$ cat config.mk
export PLATFORM = sky130hd
export DESIGN_NAME = ram_fifo_ctrl_flat
export DESIGN_NICKNAME = d
export VERILOG_FILES = /design/src/rtl/ram_fifo_pkg.sv /design/src/rtl/ram_fifo_ctrl_if.sv /design/src/rtl/ram_port_arb.sv /design/src/rtl/ram_fifo_ctrl.sv /design/src/flat_wrapper.sv
export SDC_FILE = /design/constraint.sdc
export NUM_CORES = 1
export LEC_CHECK = 0
export ABC_AREA = 1
export BUFFER_PORTS_ARGS = -buffer_cell sky130_fd_sc_hd__buf_4
export CAP_MARGIN = 20
export CELL_PAD_IN_SITES_DETAIL_PLACEMENT = 0
export CELL_PAD_IN_SITES_GLOBAL_PLACEMENT = 1
export CORE_MARGIN = 5
export CORE_UTILIZATION = 33
export CTS_BUF_LIST = sky130_fd_sc_hd__clkbuf_2 sky130_fd_sc_hd__clkbuf_4 sky130_fd_sc_hd__clkbuf_8
export DETAILED_ROUTE_END_ITERATION = 12
export PLACE_DENSITY = 0.77
export SLEW_MARGIN = 25
export SYNTH_ARGS = -nofsm -noshare
export SYNTH_HDL_FRONTEND = slang
export SYNTH_SLANG_ARGS = --single-unit
$ cat constraint.sdc
create_clock -name clk -period 3.04 [get_ports clk]
set_clock_uncertainty 0.05 [all_clocks]
set_input_delay 0.912 -clock clk [delete_from_list [all_inputs] [get_ports clk]]
set_output_delay 0.912 -clock clk [all_outputs]
set_load 0.005 [all_outputs]
$ cat src/rtl/ram_fifo_pkg.sv
// ram_fifo_pkg: shared geometry for the RAM-backed FIFO, its RAM and the bench
package ram_fifo_pkg;
  localparam int DATA_W  = 8;
  localparam int ADDR_W  = 5;
  localparam int DEPTH   = 2 ** ADDR_W;
  localparam int COUNT_W = ADDR_W + 1;
endpackage

$ cat src/rtl/ram_fifo_ctrl_if.sv
// ram_fifo_ctrl_if: push/pop handshake, status and single-port RAM drive of the FIFO controller
interface ram_fifo_ctrl_if;
  import ram_fifo_pkg::*;
  logic               push;
  logic [DATA_W-1:0]  push_data;
  logic               push_ready;
  logic               pop;
  logic               pop_ready;
  logic               pop_valid;
  logic [DATA_W-1:0]  pop_data;
  logic               full;
  logic               empty;
  logic [COUNT_W-1:0] count;
  logic               ram_wr_re;
  logic [ADDR_W-1:0]  ram_addr;
  logic [DATA_W-1:0]  ram_data_in;
  logic [DATA_W-1:0]  ram_data_out;
  modport master (
    output push, push_data, pop, ram_data_out,
    input  push_ready, pop_ready, pop_valid, pop_data, full, empty, count,
           ram_wr_re, ram_addr, ram_data_in
  );
  modport slave (
    input  push, push_data, pop, ram_data_out,
    output push_ready, pop_ready, pop_valid, pop_data, full, empty, count,
           ram_wr_re, ram_addr, ram_data_in
  );
endinterface

$ cat src/rtl/ram_port_arb.sv
// ram_port_arb: round-robin arbiter sharing the single RAM port between push and pop
module ram_port_arb (
  input  logic clk,
  input  logic rst,
  input  logic i_req_push,
  input  logic i_req_pop,
  input  logic i_can_push,
  input  logic i_can_pop,
  output logic o_rdy_push,
  output logic o_rdy_pop,
  output logic o_gnt_push,
  output logic o_gnt_pop
);
  logic r_prio;
  logic w_conflict;
  assign w_conflict = i_req_push & i_req_pop & i_can_push & i_can_pop;
  assign o_rdy_push = i_can_push & !(i_req_pop & i_can_pop & !r_prio);
  assign o_rdy_pop  = i_can_pop & !(i_req_push & i_can_push & r_prio);
  assign o_gnt_push = i_req_push & o_rdy_push;
  assign o_gnt_pop  = i_req_pop & o_rdy_pop;
  // priority flips only when both sides actually contend, so neither can starve
  always_ff @(posedge clk) begin
    if (!rst) r_prio <= 1'b0;
    else if (w_conflict) r_prio <= !r_prio;
  end
endmodule

$ cat src/rtl/ram_fifo_ctrl.sv
// ram_fifo_ctrl: turns a 32x8 single-port RAM into a synchronous FIFO
module ram_fifo_ctrl
  import ram_fifo_pkg::*;
(
  input logic clk,
  input logic rst,
  ram_fifo_ctrl_if.slave bus
);
  logic [ADDR_W-1:0]  r_wr_ptr;
  logic [ADDR_W-1:0]  r_rd_ptr;
  logic [COUNT_W-1:0] r_count;
  logic               r_pop_valid;
  logic               w_full;
  logic               w_empty;
  logic               w_gnt_push;
  logic               w_gnt_pop;
  assign w_full  = r_count == COUNT_W'(DEPTH);
  assign w_empty = r_count == '0;
  ram_port_arb u_arb (
    .clk        (clk),
    .rst        (rst),
    .i_req_push (bus.push),
    .i_req_pop  (bus.pop),
    .i_can_push (rst & !w_full),
    .i_can_pop  (rst & !w_empty),
    .o_rdy_push (bus.push_ready),
    .o_rdy_pop  (bus.pop_ready),
    .o_gnt_push (w_gnt_push),
    .o_gnt_pop  (w_gnt_pop)
  );
  // RAM drive: a push writes at wr_ptr, anything else reads at rd_ptr (idle reads are harmless)
  always_comb begin
    bus.ram_wr_re   = w_gnt_push;
    bus.ram_addr    = !rst ? '0 : w_gnt_push ? r_wr_ptr : r_rd_ptr;
    bus.ram_data_in = bus.push_data;
    bus.pop_data    = bus.ram_data_out;
    bus.pop_valid   = r_pop_valid;
    bus.full        = w_full;
    bus.empty       = w_empty;
    bus.count       = r_count;
  end
  // pointer/occupancy bookkeeping; pop_valid tracks the RAM's one-cycle read latency
  always_ff @(posedge clk) begin
    if (!rst) begin
      r_wr_ptr    <= '0;
      r_rd_ptr    <= '0;
      r_count     <= '0;
      r_pop_valid <= 1'b0;
    end else begin
      r_wr_ptr    <= r_wr_ptr + ADDR_W'(w_gnt_push);
      r_rd_ptr    <= r_rd_ptr + ADDR_W'(w_gnt_pop);
      r_count     <= r_count + COUNT_W'(w_gnt_push) - COUNT_W'(w_gnt_pop);
      r_pop_valid <= w_gnt_pop;
    end
  end
endmodule

$ cat src/flat_wrapper.sv
// flat-port wrapper written by rule: the top's interface ports become plain ports
module ram_fifo_ctrl_flat import ram_fifo_pkg::*;
  (clk, rst, bus_push, bus_push_data, bus_pop, bus_ram_data_out, bus_push_ready, bus_pop_ready, bus_pop_valid, bus_pop_data, bus_full, bus_empty, bus_count, bus_ram_wr_re, bus_ram_addr, bus_ram_data_in);
  ram_fifo_ctrl_if bus_i ();
  input logic clk;
  input logic rst;
  input wire logic [$bits(bus_i.push)-1:0] bus_push;
  input wire logic [$bits(bus_i.push_data)-1:0] bus_push_data;
  input wire logic [$bits(bus_i.pop)-1:0] bus_pop;
  input wire logic [$bits(bus_i.ram_data_out)-1:0] bus_ram_data_out;
  output wire logic [$bits(bus_i.push_ready)-1:0] bus_push_ready;
  output wire logic [$bits(bus_i.pop_ready)-1:0] bus_pop_ready;
  output wire logic [$bits(bus_i.pop_valid)-1:0] bus_pop_valid;
  output wire logic [$bits(bus_i.pop_data)-1:0] bus_pop_data;
  output wire logic [$bits(bus_i.full)-1:0] bus_full;
  output wire logic [$bits(bus_i.empty)-1:0] bus_empty;
  output wire logic [$bits(bus_i.count)-1:0] bus_count;
  output wire logic [$bits(bus_i.ram_wr_re)-1:0] bus_ram_wr_re;
  output wire logic [$bits(bus_i.ram_addr)-1:0] bus_ram_addr;
  output wire logic [$bits(bus_i.ram_data_in)-1:0] bus_ram_data_in;
  assign bus_i.push = bus_push;
  assign bus_i.push_data = bus_push_data;
  assign bus_i.pop = bus_pop;
  assign bus_i.ram_data_out = bus_ram_data_out;
  assign bus_push_ready = bus_i.push_ready;
  assign bus_pop_ready = bus_i.pop_ready;
  assign bus_pop_valid = bus_i.pop_valid;
  assign bus_pop_data = bus_i.pop_data;
  assign bus_full = bus_i.full;
  assign bus_empty = bus_i.empty;
  assign bus_count = bus_i.count;
  assign bus_ram_wr_re = bus_i.ram_wr_re;
  assign bus_ram_addr = bus_i.ram_addr;
  assign bus_ram_data_in = bus_i.ram_data_in;
  ram_fifo_ctrl u_core (.clk(clk), .rst(rst), .bus(bus_i));
endmodule
# Word level (Yosys, flattened, before mapping)
# Index checks and enable logic that the tools add are counted.
dict set report word_totals {
  regBits 18
  word_cells 31
  out_inout_bits 33
  input_bits 20
}
dict set report op_classes {
  reduce_logical 6
  n_eq_ne 1
  n_mux 2
  bitwise 13
  n_addsub 4
}
# cell count
set ops {}
lappend ops {{1-bit AND} 13}
lappend ops {{5-bit by 1-bit adder with 5-bit output} 2}
lappend ops {{5-bit 2-to-1 mux} 2}
lappend ops {{6-bit by 1-bit adder with 6-bit output} 1}
lappend ops {{6-bit == test (second input constant)} 1}
lappend ops {{6-bit logical NOT} 1}
lappend ops {{6-bit by 1-bit subtractor with 6-bit output} 1}
lappend ops {{1-bit logical NOT} 5}

# Depth between registers and ports, before layout
# Gate-level depths: netlist (run 1).
dict set report logic_depth {
  depth_word 10
  mapped_depth 17
  depth_no_buf 17
}

# Hierarchy
# Synthesis (run 1) repeated with hierarchy kept, for this count alone.
dict set report hier_totals {
  cells_unflattened 160
  area_unflattened_um2 1156.1
}
# mod instances cells_per_inst seq_area_each_um2 area_each_um2
set modules_own_cells {}
lappend modules_own_cells {ram_fifo_ctrl 1 143 340.3 1069.8}
lappend modules_own_cells {ram_port_arb 1 17 20.0 86.3}

# Worst setup path after synthesis (run 1)
# OpenSTA, ideal clock, no wires.
dict set report synth_path {
  path_kind {input to register}
  start {input port bus_pop}
  end {register u_core.r_count[4], in the netlist u_core.bus.count[4]}
  stages 14
  required_ns 2.920
  setup_ns 0.070
  n_path_buf 0
  slack_ns 0.464
  t_arrival_ns 2.456
  cell_sequence {inv_1 > nor2_4 > nand2_2 > nor2_1 > inv_2 > nand2_1 > ha_1 > inv_1 > fa_1 > nor2_1 > o21ai_0 > nand2_1 > o21ai_0 > a21oi_1}
}
dict set report synth_via {
  elab_chain_cells 7
  elab_cells_between_ends 8
  cone_classes {add/sub: 2; bitwise: 5; reduce/logical: 1}
}
# element line
set synth_lines {}
lappend synth_lines {{start, declared} flat_wrapper.sv:9} ;# input wire logic [$bits(bus_i.pop)-1:0] bus_pop;
lappend synth_lines {{1-bit AND (2 in a row)} ram_port_arb.sv:17} ;# assign o_rdy_push = i_can_push & !(i_req_pop & i_can_pop & !r_prio);
lappend synth_lines {{1-bit logical NOT} ram_port_arb.sv:17}
lappend synth_lines {{1-bit AND} ram_port_arb.sv:17}
lappend synth_lines {{1-bit AND} ram_port_arb.sv:19} ;# assign o_gnt_push = i_req_push & o_rdy_push;
lappend synth_lines {{6-bit by 1-bit adder with 6-bit output} ram_fifo_ctrl.sv:52} ;# r_count <= r_count + COUNT_W'(w_gnt_push) - COUNT_W'(w_gnt_pop);
lappend synth_lines {{6-bit by 1-bit subtractor with 6-bit output (*)} ram_fifo_ctrl.sv:52}
lappend synth_lines {{end signal, assigned} ram_fifo_ctrl.sv:52}
lappend synth_lines {{end, declared} ram_fifo_ctrl.sv:11} ;# logic [COUNT_W-1:0] r_count;
# Every way passes the cells marked *; elsewhere a longest branch is shown, timed or not.
# A chain may end at the register's enable or synchronous reset.

# Worst setup path after layout (run 1)
dict set report layout_path {
  start {register u_core.r_count[2], in the netlist u_core.bus.count[2]}
  end {output port bus_ram_addr[0]}
}
dict set report layout_via {
  elab_chain_cells 10
  elab_cells_between_ends 13
  cone_classes {eq/ne: 1; mux: 2; bitwise: 6; reduce/logical: 4}
}
# element line
set layout_lines {}
lappend layout_lines {{6-bit logical NOT} ram_fifo_ctrl.sv:18} ;# assign w_empty = r_count == '0;
lappend layout_lines {{1-bit logical NOT} ram_fifo_ctrl.sv:25} ;# .i_can_pop (rst & !w_empty),
lappend layout_lines {{1-bit AND} ram_fifo_ctrl.sv:25}
lappend layout_lines {{1-bit AND (2 in a row)} ram_port_arb.sv:17}
lappend layout_lines {{1-bit logical NOT} ram_port_arb.sv:17}
lappend layout_lines {{1-bit AND (*)} ram_port_arb.sv:17}
lappend layout_lines {{1-bit AND (*)} ram_port_arb.sv:19}
lappend layout_lines {{5-bit 2-to-1 mux (*) (2 in a row)} ram_fifo_ctrl.sv:34} ;# bus.ram_addr = !rst ? '0 : w_gnt_push ? r_wr_ptr : r_rd_ptr;
lappend layout_lines {{end, declared} flat_wrapper.sv:19} ;# output wire logic [$bits(bus_i.ram_addr)-1:0] bus_ram_addr;
# Marks and branches as above.

==> results of run 1 <==
worst max-delay path, stage by stage (launching register included):
cell and delay [ns]:
dfxtp_1 0.38, inv_1 0.08, ha_1 0.25, nand3_2 0.12
nand2_2 0.07, nor2_4 0.11, nand2_2 0.07, nand2_2 0.13
inv_4 0.08, o21ai_2 0.11, nor2_1 0.05, buf_4 0.13
logic make-up (layout without fill, tap and decap cells):
group,Yosys count,after routing,share of synthesized area
simple gates,55,55,0.227
buf+inv,47,54,0.205
compound gates,22,22,0.102
flops,18,18,0.309
xor+xnor,3,3,0.0225
fa+ha+maj,12,12,0.135
cells in the final DEF (no fill, tap or decap), drive strengths merged, types with 2 or more instances in the layout:
master,instances
inv,29
nor2,24
buf,21
nand2,19
dfxtp,18
o21ai,13
ha,11
a21oi,8
nand3,7
clkbuf,4
nand4,3
xor2,2
routing by layer:
metal  up-vias  track usage  routed length, µm
met5         -            0                  0
met4         0       0.0239                 21
met3         6       0.0406                193
met2        33        0.184               1200
met1       415        0.134               1070
li1        491            -                  -
report_power, final:
part	internal, µW	total [µW]	switching (µW)	leakage, µW
logic	224	500	275	0.000506
registers	280	319	39.1	0.000147
clock network	72.9	152	78.7	0.0000210
total	577	971	393	0.000675
registers in the layout, summed over array words and instances (netlist names):
signal                cells
u_core.bus.count          6
u_core.bus.pop_valid      1
u_core.r_rd_ptr           5
u_core.r_wr_ptr           5
u_core.u_arb.r_prio       1
per-stage QoR:
stage,total power (µW),instances,setup WS (ns),util
3_3_place_gp,817,206,0.201,0.370
5_1_grt,1080,210,0.0170,0.382
4_1_cts,981,210,0.143,0.381
2_1_floorplan,662,157,0.464,-
6_report,971,210,0.205,0.382
3_5_place_dp,828,206,0.0964,0.370
worst paths after layout:
check             cells past startpoint  slack [ns]             endpoint                start
setup / recovery                     11        0.20      bus_ram_addr[0]  u_core.bus.count[2]
hold / removal                        2        0.43   u_core.r_wr_ptr[4]   u_core.r_wr_ptr[4]
setup reg to reg                     17        0.37  u_core.bus.count[4]  u_core.bus.count[2]
hold reg to reg                       2        0.43   u_core.r_wr_ptr[4]   u_core.r_wr_ptr[4]
final cells by class:
type / count / area (µm²) / share of cell area
Inverter: 29 / 111 / 0.0861
Clock buffer: 4 / 36.3 / 0.0280
Sequential cell: 18 / 360 / 0.279
Multi-Input combinational cell: 92 / 571 / 0.441
Tap cell: 46 / 57.6 / 0.0445
Timing Repair Buffer: 21 / 158 / 0.122
==> impl_metrics.tcl, run 1 <==
set metrics [dict create \
    synth_edf_count 0 \
    yosysSeqAreaShare 0.309 \
    post-route-min-period_ns 2.84 \
    cts_setup_buffers 0 \
    yosysUniqueCellTypes 24 \
    synth_common_cells "inv_1 (27), nor2_1 (21), dfxtp_1 (18), buf_4 (16), nand2_1 (15)" \
    n_antenna_cell 0 \
    clock_latency_ns 0.30 \
    cp-start-kind "register" \
    fin_crit_sh 0.933 \
    clkTransAtPathRegs_ns 0.11 \
    power_density_mw_per_mm2 750 \
    die_y_um 69.5 \
    dr.pass1.iters 4 \
    ios 53 \
    p_leak_uw 0.000675 \
    grt_pass1_vias 974 \
    dp.final_hpwl_um 1990 \
    fillCellCount 353 \
    cts_tree "built" \
    nets 197 \
    layout-drive-gt1-share 0.238 \
    vias 945 \
    yosys_warnings 0 \
    cts_htree_levels 1 \
    synth-seq-cells 18 \
    fp.dieW_um 69.5 \
    async_reset_ff_frac 0 \
    drt-total-wl_um 2480 \
    drt_iter0_markers 50 \
    worstMarginPinSlew_ns 0.265 \
    cts.sink_count 18 \
    hold_path_class "register to register" \
    finalSetupTns_ns 0 \
    grt-ovfl-total 0 \
    routabilityCongestion 0.840 \
    worstPathRequired_ns 2.08 \
    maxCapViolCount 0 \
    initial_core_util 0.344 \
    row_count 21 \
    ys_top_cells_by_area "dfxtp_1 (31%), ha_1 (12%), buf_4 (10%)" \
    fmax_mhz 353 \
    synth_most_common_cell "inv_1" \
    coreArea_mm2 0.00339 \
    crit_type "register to output port" \
    setup_violations 0 \
    critPathMaxFanout 8 \
    drv_slew 0 \
    clk_path_buf_depth 2 \
    grt_pass1_wl_um 4460 \
    placed_area_mm2 0.00125 \
    syn_inst 157 \
    antenna_left 0 \
    root_buffer "clkbuf_4" \
    maxSlewHeadroom 0.821 \
    remaining_drc_errors 0 \
    status "finished clean" \
    cts-hold-fix-buffers 0 \
    final_area_mm2 0.00129 \
    synth_area_mm2 0.00117 \
    antenna_found_initial 0 \
    arrival_ns 1.87 \
    wl_per_cell_um 11.8 \
    syn_avg_cell_area_um2 7.44 \
    port_buffers 20 \
    hold_viol 0 \
    rsz0062_at_grt "no" \
    synth_top_cell_area_share 0.309 \
    globalRouteTotalUtil 0.110 \
    area_growth_pct 10.8 \
    syn_nets 189 \
    vdd_drop_max_uv 289 \
    cts_resized 0 \
    vias_per_cell 4.50 \
    grt_max_degree 15 \
    critPathCaptureType "output port" \
    synth.largest_area_cell "dfxtp_1" \
    worst_hold_slack_ns 0.426 \
    cts_made_buffers 3 \
    synth_flop_cell "dfxtp_1" \
    die_area_mm2 0.00483 \
]
Power figures use the tool's default switching activity.
==> run 2, diff against run 1 <==
- clock period: 3.04 -> 2.73 ns (I/O delays scaled with it)
==> run 2 against run 1 <==
  * Clock-buffer cell count stayed put
  * Critical path type unchanged
  * Global-route usage down 0.60 points
  * Largest power group unchanged
  * Final area grew 9.0%
  * Highest routed layer unchanged
  * Via count up 4.4%
  * Wire length is 1.9% lower
  * Final cell count grew 3.3%
  * Largest cell class unchanged
==> impl_metrics.tcl, run 2 (synthesized netlist as in run 1, its figures left out) <==
set metrics [dict create \
    grt_pass1_wl_um 4210 \
    area_growth_pct 20.8 \
    clk_path_buf_depth 2 \
    r2r-end "u_core.bus.count[4]" \
    multi_input_area_um2 623 \
    rr_worst_depth 17 \
    r2r_slack_ns 0.29 \
    critPathCaptureType "output port" \
    drt-total-wl_um 2430 \
    routabilityCongestion 0.820 \
    dpl_worst_slack_ns 0.0571 \
    critPathMaxFanout 8 \
    n_antenna_cell 0 \
    vias 987 \
    remaining_drc_errors 0 \
    vias_per_cell 4.55 \
    rsz0062_at_grt "yes" \
    nets 204 \
    antenna_left 0 \
    die_y_um 69.5 \
    wl_per_cell_um 11.2 \
    fin_util 0.416 \
    fillCellCount 353 \
    status "finished clean" \
    hold_viol 0 \
    regArea_um2 367 \
    drt_iter0_markers 30 \
    vdd_drop_max_uv 290 \
    grt_max_degree 13 \
    power_density_mw_per_mm2 843 \
    fmax_mhz 382 \
    globalRouteTotalUtil 0.104 \
    cp-startpoint "u_core.bus.count[2]" \
    worstMarginPinSlew_ns 0.265 \
    drv_slew 0 \
    port_buffers 20 \
    dp.final_hpwl_um 1950 \
    setup_ws_ns 0.109 \
    worst_hold_slack_ns 0.426 \
    setup_violations 0 \
    arrival_ns 1.75 \
    post-route-min-period_ns 2.62 \
    clkTransAtPathRegs_ns 0.11 \
    final_common_cell "buf_4" \
    worstReg2RegStart "u_core.bus.count[2]" \
    hold_end "u_core.r_wr_ptr[4]" \
    cp-start-kind "register" \
    hold_depth 2 \
    mostFrequentLayoutCells "buf_4 (28), inv_1 (25), nor2_1 (18)" \
    row_count 21 \
    fp.dieW_um 69.5 \
    coreArea_mm2 0.00339 \
    cts.sink_count 18 \
    layout-drive-gt1-share 0.333 \
    maxCapViolCount 0 \
    dr.pass1.iters 3 \
    crit_type "register to output port" \
    largest_reg_flops 6 \
    min_from "u_core.r_wr_ptr[4]" \
    cts_made_buffers 3 \
    grt-ovfl-total 0 \
    grt_pass1_vias 986 \
    die_area_mm2 0.00483 \
    cts_htree_levels 1 \
    p_leak_uw 0.000720 \
    ios 53 \
    cts_tree "built" \
    maxSlewHeadroom 0.822 \
    root_buffer "clkbuf_4" \
    initial_core_util 0.344 \
    hold_path_class "register to register" \
    fin_crit_sh 0.960 \
    worstPathRequired_ns 1.86 \
    clock_latency_ns 0.29 \
    antenna_found_initial 0 \
]
==> run 2: final cells by class <==
type                       instances  area share
timing repair buffer              28       0.149
inverter                          29      0.0825
clock buffer                       4      0.0257
multi-input combinational         92       0.442
sequential                        18       0.260
tap                               46      0.0408
==> run 2: per-layer routing <==
layer	vias to the layer above	wire, µm	global-route usage
li1	508	-	-
met1	441	1050	0.116
met2	30	1170	0.180
met3	8	180	0.0391
met4	0	29	0.0369
met5	-	0	0
==> run 2: worst max-delay path by stage <==
stage               slack (ns)             endpoint  depth (start not counted)
floorplan                 0.25  u_core.bus.count[4]                         14
global placement          0.16  u_core.bus.count[4]                         15
detailed placement        0.06  u_core.bus.count[4]                         15
CTS                       0.04      bus_ram_addr[0]                         11
global route             -0.02      bus_ram_addr[2]                         10
finish                    0.11      bus_ram_addr[0]                         11
==> run 2: timing repair <==
item / CTS / global route
gates cloned: 0 / 0
resized for setup: 5 / 16
buffers inserted: 0 / 4
setup endpoints to repair: 5 / 6
pin swaps: 0 / 6
hold buffers: 0 / 0
==> run 2: critical path, cell delays in order, from the launching register on <==
cell	delay, ns
dfxtp_2	0.37
inv_2	0.06
ha_4	0.17
nand3_4	0.09
nand2_4	0.06
nor2_4	0.14
nand2_2	0.10
nand2_4	0.13
inv_8	0.06
o21ai_2	0.11
nor2_1	0.05
buf_4	0.13
==> run 2: power breakdown <==
group | total, µW | internal (µW) | switching (µW) | leakage (µW)
sequential | 364 | 319 | 45.3 | 0.000149
combinational | 658 | 316 | 342 | 0.000551
clock | 167 | 81.3 | 85.7 | 0.0000210
total | 1190 | 715 | 473 | 0.000720
==> run 2: stage by stage <==
step | total power (µW) | instance area (µm²) | std cells | TNS, ns
5_1_grt | 1320 | 1410 | 217 | -0.0847
3_3_place_gp | 913 | 1280 | 209 | 0
6_report | 1190 | 1410 | 217 | 0
2_1_floorplan | 737 | 1170 | 157 | 0
3_5_place_dp | 934 | 1280 | 209 | 0
4_1_cts | 1120 | 1330 | 213 | 0
